`src/rtl/serial_add_seq_pkg.sv`:
```
// Shared definitions for the add/subtract datapath.
// State encoding and counter-width helper.
package fp_add_pkg;

    typedef enum logic [1:0] {
        IDLE = 2'd0,
        RUN  = 2'd1,
        DONE = 2'd2
    } state_t;

    function automatic int clog2(input int n);
        int r;
        r = 1;
        for (int i = 0; i < 31; i++) begin
            if (((n - 1) >> i) != 0) begin
                r = i + 1;
            end
        end
        return r;
    endfunction

endpackage

```
`src/rtl/serial_add_seq_if.sv`:
```
// Operand/result handshake bundle for the bit-serial adder.
// The adder is the slave; the producer/consumer side is the master.
interface serial_add_seq_if #(
    parameter int W = 32
);
    logic         in_valid;
    logic         in_ready;
    logic [W-1:0] a;
    logic [W-1:0] b;
    logic         cin;
    logic         sub;
    logic         out_valid;
    logic         out_ready;
    logic [W-1:0] sum;
    logic         cout;
    logic         ovf;
    logic         busy;

    modport master (
        output in_valid, a, b, cin, sub, out_ready,
        input  in_ready, out_valid, sum, cout, ovf, busy
    );

    modport slave (
        input  in_valid, a, b, cin, sub, out_ready,
        output in_ready, out_valid, sum, cout, ovf, busy
    );

endinterface

```
`src/rtl/serial_add_seq_fa.sv`:
```
// Single-bit full adder cell, time-shared by the serial sequencer.
module full_adder (
    input  logic a,
    input  logic b,
    input  logic cin,
    output logic sum,
    output logic cout
);

    assign sum  = a ^ b ^ cin;
    assign cout = (a & b) | (cin & (a ^ b));

endmodule

```
`src/rtl/serial_add_seq.sv`:
```
// Bit-serial add/subtract sequencer: one full adder, LSB first,
// one bit per clock, valid/ready on both sides.
module serial_add_seq
    import fp_add_pkg::*;
#(
    parameter int W = 32
) (
    input  logic           clk,
    input  logic           rst_n,
    serial_add_seq_if.slave bus
);

    localparam int            CW   = clog2(W);
    localparam logic [CW-1:0] LAST = CW'(W - 1);

    state_t        state;
    logic [W-1:0]  a_sr;
    logic [W-1:0]  b_sr;
    logic [W-1:0]  s_sr;
    logic          cy;
    logic [CW-1:0] cnt;
    logic          out_valid_r;
    logic          cout_r;
    logic          ovf_r;
    logic          busy_r;
    logic          fa_s;
    logic          fa_co;

    full_adder u_fa (
        .a    (a_sr[0]),
        .b    (b_sr[0]),
        .cin  (cy),
        .sum  (fa_s),
        .cout (fa_co)
    );

    assign bus.in_ready  = (state == IDLE);
    assign bus.out_valid = out_valid_r;
    assign bus.sum       = s_sr;
    assign bus.cout      = cout_r;
    assign bus.ovf       = ovf_r;
    assign bus.busy      = busy_r;

    always_ff @(posedge clk or negedge rst_n) begin
        if (!rst_n) begin
            state       <= IDLE;
            a_sr        <= '0;
            b_sr        <= '0;
            s_sr        <= '0;
            cy          <= 1'b0;
            cnt         <= '0;
            out_valid_r <= 1'b0;
            cout_r      <= 1'b0;
            ovf_r       <= 1'b0;
            busy_r      <= 1'b0;
        end else begin
            unique case (state)
                IDLE: begin
                    if (bus.in_valid) begin
                        // Subtract is A + ~B + 1; cin is overridden.
                        a_sr   <= bus.a;
                        b_sr   <= bus.sub ? ~bus.b : bus.b;
                        cy     <= bus.sub | bus.cin;
                        cnt    <= '0;
                        busy_r <= 1'b1;
                        state  <= RUN;
                    end
                end
                RUN: begin
                    s_sr <= {fa_s, s_sr[W-1:1]};
                    a_sr <= a_sr >> 1;
                    b_sr <= b_sr >> 1;
                    cy   <= fa_co;
                    if (cnt == LAST) begin
                        // cy still holds the carry into the MSB here.
                        ovf_r       <= cy ^ fa_co;
                        cout_r      <= fa_co;
                        out_valid_r <= 1'b1;
                        state       <= DONE;
                    end else begin
                        cnt <= cnt + CW'(1);
                    end
                end
                DONE: begin
                    if (bus.out_ready) begin
                        out_valid_r <= 1'b0;
                        busy_r      <= 1'b0;
                        state       <= IDLE;
                    end
                end
                default: begin
                    state <= IDLE;
                end
            endcase
        end
    end

endmodule

```
`src/flat_wrapper.sv`:
```
// flat-port wrapper written by rule: the top's interface ports become plain ports
module serial_add_seq_flat import fp_add_pkg::*;
#(
    parameter int W = 32
)
  (clk, rst_n, bus_in_valid, bus_a, bus_b, bus_cin, bus_sub, bus_out_ready, bus_in_ready, bus_out_valid, bus_sum, bus_cout, bus_ovf, bus_busy);
  serial_add_seq_if #(.W(W)) bus_i ();
  input  logic clk;
  input  logic rst_n;
  input wire logic [$bits(bus_i.in_valid)-1:0] bus_in_valid;
  input wire logic [$bits(bus_i.a)-1:0] bus_a;
  input wire logic [$bits(bus_i.b)-1:0] bus_b;
  input wire logic [$bits(bus_i.cin)-1:0] bus_cin;
  input wire logic [$bits(bus_i.sub)-1:0] bus_sub;
  input wire logic [$bits(bus_i.out_ready)-1:0] bus_out_ready;
  output wire logic [$bits(bus_i.in_ready)-1:0] bus_in_ready;
  output wire logic [$bits(bus_i.out_valid)-1:0] bus_out_valid;
  output wire logic [$bits(bus_i.sum)-1:0] bus_sum;
  output wire logic [$bits(bus_i.cout)-1:0] bus_cout;
  output wire logic [$bits(bus_i.ovf)-1:0] bus_ovf;
  output wire logic [$bits(bus_i.busy)-1:0] bus_busy;
  assign bus_i.in_valid = bus_in_valid;
  assign bus_i.a = bus_a;
  assign bus_i.b = bus_b;
  assign bus_i.cin = bus_cin;
  assign bus_i.sub = bus_sub;
  assign bus_i.out_ready = bus_out_ready;
  assign bus_in_ready = bus_i.in_ready;
  assign bus_out_valid = bus_i.out_valid;
  assign bus_sum = bus_i.sum;
  assign bus_cout = bus_i.cout;
  assign bus_ovf = bus_i.ovf;
  assign bus_busy = bus_i.busy;
  serial_add_seq #(.W(W)) u_core (.clk(clk), .rst_n(rst_n), .bus(bus_i));
endmodule
```
`config.mk`:
```
export PLATFORM = sky130hd
export DESIGN_NAME = serial_add_seq_flat
export DESIGN_NICKNAME = d
export VERILOG_FILES = /design/src/rtl/serial_add_seq_pkg.sv /design/src/rtl/serial_add_seq_if.sv /design/src/rtl/serial_add_seq_fa.sv /design/src/rtl/serial_add_seq.sv /design/src/flat_wrapper.sv
export SDC_FILE = /design/constraint.sdc
export NUM_CORES = 1
export LEC_CHECK = 0
export CAP_MARGIN = 10
export CORE_MARGIN = 2
export CORE_UTILIZATION = 35
export DETAILED_ROUTE_END_ITERATION = 8
export GPL_ROUTABILITY_DRIVEN = 0
export PLACE_DENSITY = 0.66
export SETUP_SLACK_MARGIN = 0.4
export SLEW_MARGIN = 5
export SYNTH_ARGS = -nofsm -noshare
export SYNTH_HDL_FRONTEND = slang
export SYNTH_SLANG_ARGS = --single-unit
```
`constraint.sdc`:
```
create_clock -name clk -period 2.5 [get_ports clk]
set_clock_uncertainty 0.15 [all_clocks]
set_input_delay 0.5 -clock clk [delete_from_list [all_inputs] [get_ports clk]]
set_output_delay 0.5 -clock clk [all_outputs]
set_load 0.005 [all_outputs]
```
Yosys cells after proc, flatten, opt, wreduce, memory -nomap -nowiden
Cells that the tools add are included.
{"block": "word_totals", "ff_bits": 108, "input_bits": 70, "wordCells": 55}
{"block": "classes", "add_sub_neg": 1, "n_eq_ne": 7, "n_mux": 19, "bitwise_logic": 8, "n_reduce_logical": 10}
{"op": "one-hot mux 32 bit (2 select lines)", "n": 2}
{"op": "two-way mux 32 bit", "n": 3}
{"op": "NOT 32 bit", "n": 1}
{"op": "AND reduction 3 bit", "n": 4}
{"op": "two-way mux 5 bit", "n": 2}
{"op": "one-hot mux 5 bit (2 select lines)", "n": 1}
{"op": "two-way mux 2 bit", "n": 3}
{"op": "inequality test 2 bit, second input constant", "n": 3}
{"op": "one-hot mux 1 bit (2 select lines)", "n": 3}
{"op": "one-hot mux 2 bit (3 select lines)", "n": 1}
{"op": "nonzero test 2 bit", "n": 3}
{"op": "adder 5 x 1 -> 5 bit, second input constant", "n": 1}
{"op": "equality test 5 bit, second input constant", "n": 1}
{"op": "two-way mux 1 bit", "n": 4}
{"op": "AND reduction 2 bit", "n": 2}
{"op": "bitwise XOR 1 bit", "n": 3}
{"op": "AND 1 bit", "n": 2}
{"op": "equality test 2 x 1 -> 1 bit, second input constant", "n": 1}
{"op": "equality test 2 bit, second input constant", "n": 1}
{"op": "zero test 2 bit", "n": 1}
{"op": "inequality test 2 x 1 -> 1 bit, second input constant", "n": 1}
{"op": "bitwise OR 1 bit", "n": 2}

Logic depth before layout (Yosys ltp)
Gate-level depths: netlist (run 1).
{"block": "depth", "word_depth": 4, "mapped_depth": 7, "mapped_depth_nobuf": 6}

Cells and area by module
A second synthesis (run 1) with hierarchy kept.
{"block": "hier_totals", "hier_cells": 490, "area_unflattened_um2": 5241.3}
{"mod": "serial_add_seq", "instances": 1, "cells_each": 489, "area_per_inst_um2": 5221.3, "seq_area_each_um2": 2702.6}
{"mod": "full_adder", "instances": 1, "cells_each": 1, "area_per_inst_um2": 20.0, "seq_area_each_um2": 0.0}

Least setup slack after synthesis (run 1)
No wires, ideal clock.
{"block": "synth_path", "path_kind": "flip-flop to flip-flop", "startpoint": "reg u_core.cnt[0]", "endpoint": "reg u_core.cnt[2]", "setup_ns": 0.121, "arrival_ns": 1.720, "t_required_ns": 2.229, "setup_slack_ns": 0.509, "stages_incl_launch_ff": 8, "n_path_buf": 1, "period_less_slack_ns": 1.991, "path_cell_list": "dfrtp_1 -> ha_1 -> and3_1 -> ha_1 -> clkbuf_1 -> nor2b_1 -> mux2_2 -> a22o_1"}
{"block": "synth_between", "elab_chain_cells": 3, "word_cells_on_any_way": 6, "classes_between": "add/sub: 1; eq/ne: 2; mux: 2; reduce/logical: 1"}
{"element": "from (decl)", "line": "serial_add_seq.sv:21", "rtl": "logic [CW-1:0] cnt;"}
{"element": "from (signal assigned)", "line": "serial_add_seq.sv:81", "rtl": "cnt <= cnt + CW'(1);"}
{"element": "adder 5 x 1 -> 5 bit or equality test 5 bit (tied branches)", "line": "serial_add_seq.sv:81, serial_add_seq.sv:74"}
{"element": "two-way mux 5 bit or inequality test 2 bit (tied branches)"}
{"element": "one-hot mux 5 bit (2 select lines) or AND reduction 3 bit (tied branches)"}
Parallel ways exist; a longest one is shown, timed or not. The select of a mux whose other input is x is not followed.
A chain may end at the register's enable or synchronous reset.

Worst setup path in the final report (run 1)
Ends and elaborated chain as after synthesis.

==> out/results.txt, run 1 <==
clk_lat worst skew = 0.35 ns
Sw Share = 0.321
Initial DRT Pass Iterations = 5
power per cell area = 1030 nW/um^2
Routed Antenna Nets = 0
part of the power in registers = 0.418
min cycle time layout = 1.98 ns
GRT Residual Overflow = 0
total global-route track usage = 0.157
FILL cells = 1,342
area of the multi-input gates = 2130 sq um
register area = 2710 sq um
CTS tree = built
Arr. time, crit path = 2.07 ns
final setup fails = 0
initial antenna violation count = 0
EDFF count, synth = 0
via count of the first global-routing pass = 3,936
ratio of cells with drive above 1 in the final layout = 0.100
CTS H-tree lvls = 3
total number of vias = 3,987
Worst Tran Pin Value = 0.530 ns
Yosys reg bits = 108
f_max = 0.504 GHz
clock-pin slew on the worst setup and hold paths = 0.07 ns
Relative slew margins = 0.647
Die X = 126 um
Lkg Pwr = 2.74 nW
max-cap violation count = 0
I/O pin cnt = 107
Critical Path RT = 2.59 ns
CTS Buffer Depth = 2
RSZ-0062 raised after global routing = no
Routed WL = 11.9 mm
final setup TNS = 0 ns
DR iter-0 viols = 202
largest net degree at the start of global routing = 80
core footprint = 14,500 sq um
final hold violations = 0
Switch Pwr = 0.00222 W
Worst Setup End Kind = flip-flop
PortBufs = 106
# diodes = 0
Avg Inst Size Synth = 11.2 sq um
Seq/Total Area, Yosys = 0.523
Hold Crit Class = reg -> reg
global-route wire length before repair = 20.0 mm
post-DR wirelength/cell = 16.1 um
commonest non-fill, non-tap cells in the layout = dfrtp_1, clkdlybuf4s50_1, nand2_1, o21ai_1, mux2_1
Synth-to-Final Area Change = 30.3%
synthesized area = 5170 sq um
ys flop type = dfrtp_1
total power = 0.00691 W
CTS Buf Count = 9
Synth async-reset ratio = 1.00
logic gate share of total power = 0.373
CP startpoint kind = flip-flop
clock sinks = 108
synth warn = 0
Synthesized Nets = 535
Final Cycle Share = 0.794
outcome = finished clean
cell internal pwr = 0.00469 W
drt drc = 0
CTS root buf = clkbuf_16
Die ar. = 15,800 sq um
VDD IR-drop max = 516 uV
Vias per Instance = 5.37
most common cell after layout, fill and taps aside = dfrtp_1
Max Slew Vio Count = 0
Chip Height = 126 um
post-synth cell types = 38
Initial Utilization = 0.357
Synth Instances = 462
Crit Path Class = reg -> reg
row count = 44
clock network power share = 0.209
DP HPWL = 8.12 mm
Nets = 627
CP Max Fanout = 9
## through the flow
step | setup slack [ns] | instances | instance area (sq um) | hold WS, ns | util
finish | 0.516 | 743 | 6730 | 0.337 | 0.465
global route | 0.424 | 743 | 6730 | 0.368 | 0.465
CTS | 0.438 | 743 | 6730 | 0.343 | 0.465
detailed placement | 0.316 | 725 | 6410 | 0.326 | 0.443
global placement | 0.361 | 725 | 6410 | 0.320 | 0.443
floorplan | 0.509 | 462 | 5170 | 0.0544 | -
## power groups by stage
stage	registers [W]	clock network (W)	logic, W
after floorplan	0.00285	0	0.00153
after global placement	0.00289	0	0.00249
after detailed placement	0.00293	0	0.00260
after CTS	0.00289	0.00149	0.00261
after global routing	0.00298	0.00157	0.00284
final	0.00289	0.00144	0.00258
## worst max-delay path, cell delays in order (launching register included)
cell and delay, ns:
dfrtp_1 0.42, ha_1 0.22, and3_1 0.18, ha_2 0.24, nor2b_1 0.15, mux2_2 0.34
a22o_1 0.17
## path summary, 6_finish.rpt
| check | start | end | slack (ns) | cells after the start |
|---|---|---|---|---|
| max in group asynchronous | rst_n | u_core.bus.sum[19]$_DFFE_PN0P_ | 1.04 | 3 |
| worst min-delay path | u_core.a_sr[20]$_DFFE_PN0P_ | u_core.a_sr[20]$_DFFE_PN0P_ | 0.34 | 2 |
| worst max-delay path | u_core.cnt[0]$_DFFE_PN0P_ | u_core.cnt[2]$_DFFE_PN0P_ | 0.52 | 6 |
| worst max register to register | u_core.cnt[0]$_DFFE_PN0P_ | u_core.cnt[2]$_DFFE_PN0P_ | 0.52 | 6 |
| min in group asynchronous | rst_n | u_core.b_sr[11]$_DFFE_PN0P_ | 0.51 | 2 |
| worst min register to register | u_core.a_sr[20]$_DFFE_PN0P_ | u_core.a_sr[20]$_DFFE_PN0P_ | 0.34 | 2 |
## sequential cells by signal (all words and copies together) (netlist names)
| signal | count |
|---|---|
| u_core.a_sr | 32 |
| u_core.b_sr | 32 |
| u_core.bus.sum | 32 |
| u_core.cnt | 5 |
| u_core.state | 2 |
| u_core.bus.busy | 1 |
| u_core.bus.cout | 1 |
| u_core.bus.out_valid | 1 |
| u_core.bus.ovf | 1 |
| u_core.cy | 1 |
## cells by family (layout without fill, tap and decap cells)
kind of cell,after synthesis,after routing,share of synthesized area
DFF,108,108,0.523
and+or+nand+nor,56,56,0.0504
AOI/OAI and AO/OA,148,148,0.216
adders and majority gates,3,3,0.00871
xor gates and xnor gates,33,33,0.0559
muxes,36,36,0.0784
buffers and inverters,78,175,0.0673
## Yosys cell counts (4+ instances only)
cell type / number / area (sq um)
clkbuf_1: 19 / 71.3
buf_2: 20 / 100
o21ai_1: 34 / 170
nor2b_1: 10 / 62.6
nor2_1: 5 / 18.8
a21oi_1: 11 / 55.1
inv_2: 12 / 45.0
a22o_1: 6 / 52.6
a22oi_1: 31 / 233
buf_6: 4 / 45.0
o221ai_1: 29 / 254
clkinv_1: 12 / 45.0
inv_1: 10 / 37.5
nand2_1: 34 / 128
mux2_1: 34 / 383
o32a_1: 29 / 290
xnor2_1: 31 / 272
dfrtp_1: 108 / 2700
## per-layer routing
metal	share of wire	global-route usage
met1	0.45	0.208
met4	0.0075	0.0346
met3	0.060	0.0479
met5	0	0
met2	0.48	0.254
## final cells by class
type                       instances  share of cell area
inverter                          34              0.0190
clock buffer                      10              0.0355
tap                              184              0.0342
multi-input combinational        276               0.317
timing repair buffer             125               0.183
sequential                       108               0.402
clock inverter                     6             0.00929
## what timing repair did
| action | 4_1_cts | 5_1_grt |
|---|---|---|
| setup endpoints to repair | 1 | 1 |
| pin swaps | 0 | 0 |
| buffers inserted | 1 | 0 |
| gates resized for setup | 2 | 1 |
| hold endpoints to repair | 36 | 0 |
| hold buffers | 1 | 0 |
No activity file was read; power rests on OpenSTA's default activity.
==> run 2: changes to the inputs <==
==> constraint.sdc (replaced) <==
create_clock -name clk -period 2 [get_ports clk]
set_clock_uncertainty 0.15 [all_clocks]
set_input_delay 0.4 -clock clk [delete_from_list [all_inputs] [get_ports clk]]
set_output_delay 0.4 -clock clk [all_outputs]
set_load 0.005 [all_outputs]
==> out/results.txt, run 2 (synthesis results as in run 1) <==
outcome = finished clean
PortBufs = 106
global-route wire length before repair = 20.0 mm
max-cap violation count = 0
Vias per Instance = 5.30
drt drc = 0
Reg-to-Reg Start = u_core.cnt[0]$_DFFE_PN0P_
total number of vias = 4,276
total global-route track usage = 0.157
# diodes = 0
worst hold path depth = 2
f_max = 0.544 GHz
Chip Height = 126 um
row count = 44
CTS root buf = clkbuf_16
FILL cells = 1,222
R2R setup slack = 0.16 ns
GRT Residual Overflow = 0
Routed WL = 13.7 mm
Worst Setup End Kind = flip-flop
DR iter-0 viols = 212
core footprint = 14,500 sq um
placed cell area = 6540 sq um
Max Slew Vio Count = 0
area of the multi-input gates = 2460 sq um
final setup TNS = 0 ns
Crit Path Class = reg -> reg
post-DR wirelength/cell = 16.9 um
Nets = 691
VDD IR-drop max = 593 uV
clock-pin slew on the worst setup and hold paths = 0.07 ns
CTS Buffer Depth = 2
most common cell after layout, fill and taps aside = dfrtp_1
Critical Path RT = 2.09 ns
met1 Usage GRT = 0.222
CTS H-tree lvls = 3
CP startpoint kind = flip-flop
total power = 0.0102 W
via count of the first global-routing pass = 3,960
commonest non-fill, non-tap cells in the layout = dfrtp_1, clkdlybuf4s50_1, buf_4, mux2_4, o21ai_1
DP HPWL = 7.96 mm
RSZ-0062 raised after global routing = yes
Worst Tran Pin Value = 0.401 ns
Hold Startpoint = u_core.a_sr[19]$_DFFE_PN0P_
clk_lat worst skew = 0.35 ns
worst r2r dst = u_core.cnt[2]$_DFFE_PN0P_
setup ws final = 0.162 ns
initial antenna violation count = 0
CTS Buf Count = 9
Arr. time, crit path = 1.93 ns
Die ar. = 15,800 sq um
Hold Crit Class = reg -> reg
post-route cell area = 7820 sq um
Die X = 126 um
power per cell area = 1310 nW/um^2
Initial DRT Pass Iterations = 4
hold_ws = 0.348 ns
I/O pin cnt = 107
register area = 2710 sq um
min cycle time layout = 1.84 ns
clock sinks = 108
R2R depth = 6
Relative slew margins = 0.733
met2 Usage GRT = 0.239
GRT met3 Usage = 0.0449
CP Max Fanout = 3
hold endpoint = u_core.a_sr[19]$_DFFE_PN0P_
DP Worst Slack = -0.0433 ns
busiest metal layer after global routing = met2
Final Cycle Share = 0.919
final hold violations = 0
Routed Antenna Nets = 0
largest net degree at the start of global routing = 67
Synth-to-Final Area Change = 51.3%
CTS tree = built
Lkg Pwr = 3.45 nW
Initial Utilization = 0.357
ratio of cells with drive above 1 in the final layout = 0.300
final setup fails = 0
[run 2: layer usage]
metal / part of all wire / vias to the layer above
li1: - / 2011
met1: 0.45 / 2132
met2: 0.48 / 121
met3: 0.050 / 12
met4: 0.013 / 0
met5: 0 / -
[run 2: report_power, final]
group | switching [W] | leakage (nW) | internal [W]
logic | 0.00196 | 1.91 | 0.00281
registers | 0.000518 | 1.39 | 0.00308
clock network | 0.000803 | 0.160 | 0.00108
[run 2: final cells by class]
class	count	share of cell area
flip-flops and latches	108	0.346
well taps	184	0.0294
clock inverters	4	0.00672
multi-input cells	276	0.314
repair buffers	189	0.253
inverters	34	0.0166
clock buffers	12	0.0341
[run 2: worst max path at each step]
stage                                      startpoint                     endpoint  slack (ns)  depth (start not counted)
after global routing        u_core.cnt[0]$_DFFE_PN0P_    u_core.cnt[2]$_DFFE_PN0P_        0.12                          6
after floorplan             u_core.cnt[1]$_DFFE_PN0P_    u_core.cnt[2]$_DFFE_PN0P_         0.1                          7
after CTS                 u_core.state[0]$_DFFE_PN0P_                 bus_in_ready        0.20                          2
after detailed placement                 bus_in_valid  u_core.b_sr[18]$_DFFE_PN0P_       -0.04                          5
after global placement                   bus_in_valid  u_core.b_sr[25]$_DFFE_PN0P_       0.009                          5
final                       u_core.cnt[0]$_DFFE_PN0P_    u_core.cnt[2]$_DFFE_PN0P_        0.16                          6
[run 2: repair_timing]
action	in CTS	in global routing
cloned	1	9
gates resized for setup	54	78
setup endpoints to repair	130	109
endpoints found under the hold margin	23	0
hold buffers	1	0
setup buffers	34	14
pin swaps	3	30
[run 2: worst max-delay path, cell delays in order, from the launching register on]
cell	delay, ns
dfrtp_1	0.40
ha_2	0.20
and3_4	0.18
ha_4	0.17
nor2b_2	0.13
mux2_4	0.31
a22o_1	0.18
[run 2: stage by stage]
step / utilization / std cells
floorplan: - / 462
global placement: 0.451 / 732
detailed placement: 0.451 / 732
CTS: 0.495 / 784
global route: 0.540 / 807
finish: 0.540 / 807
==> run 3: changes to the inputs <==
--- a/config.mk
+++ b/config.mk
@@ -12,7 +12,7 @@
 export GPL_ROUTABILITY_DRIVEN = 0
 export PLACE_DENSITY = 0.66
 export SETUP_SLACK_MARGIN = 0.4
-export SLEW_MARGIN = 5
+export SLEW_MARGIN = 20
 export SYNTH_ARGS = -nofsm -noshare
 export SYNTH_HDL_FRONTEND = slang
 export SYNTH_SLANG_ARGS = --single-unit
==> results of run 3 <==
Final layout, timing and power as in run 2 (identical DEF).
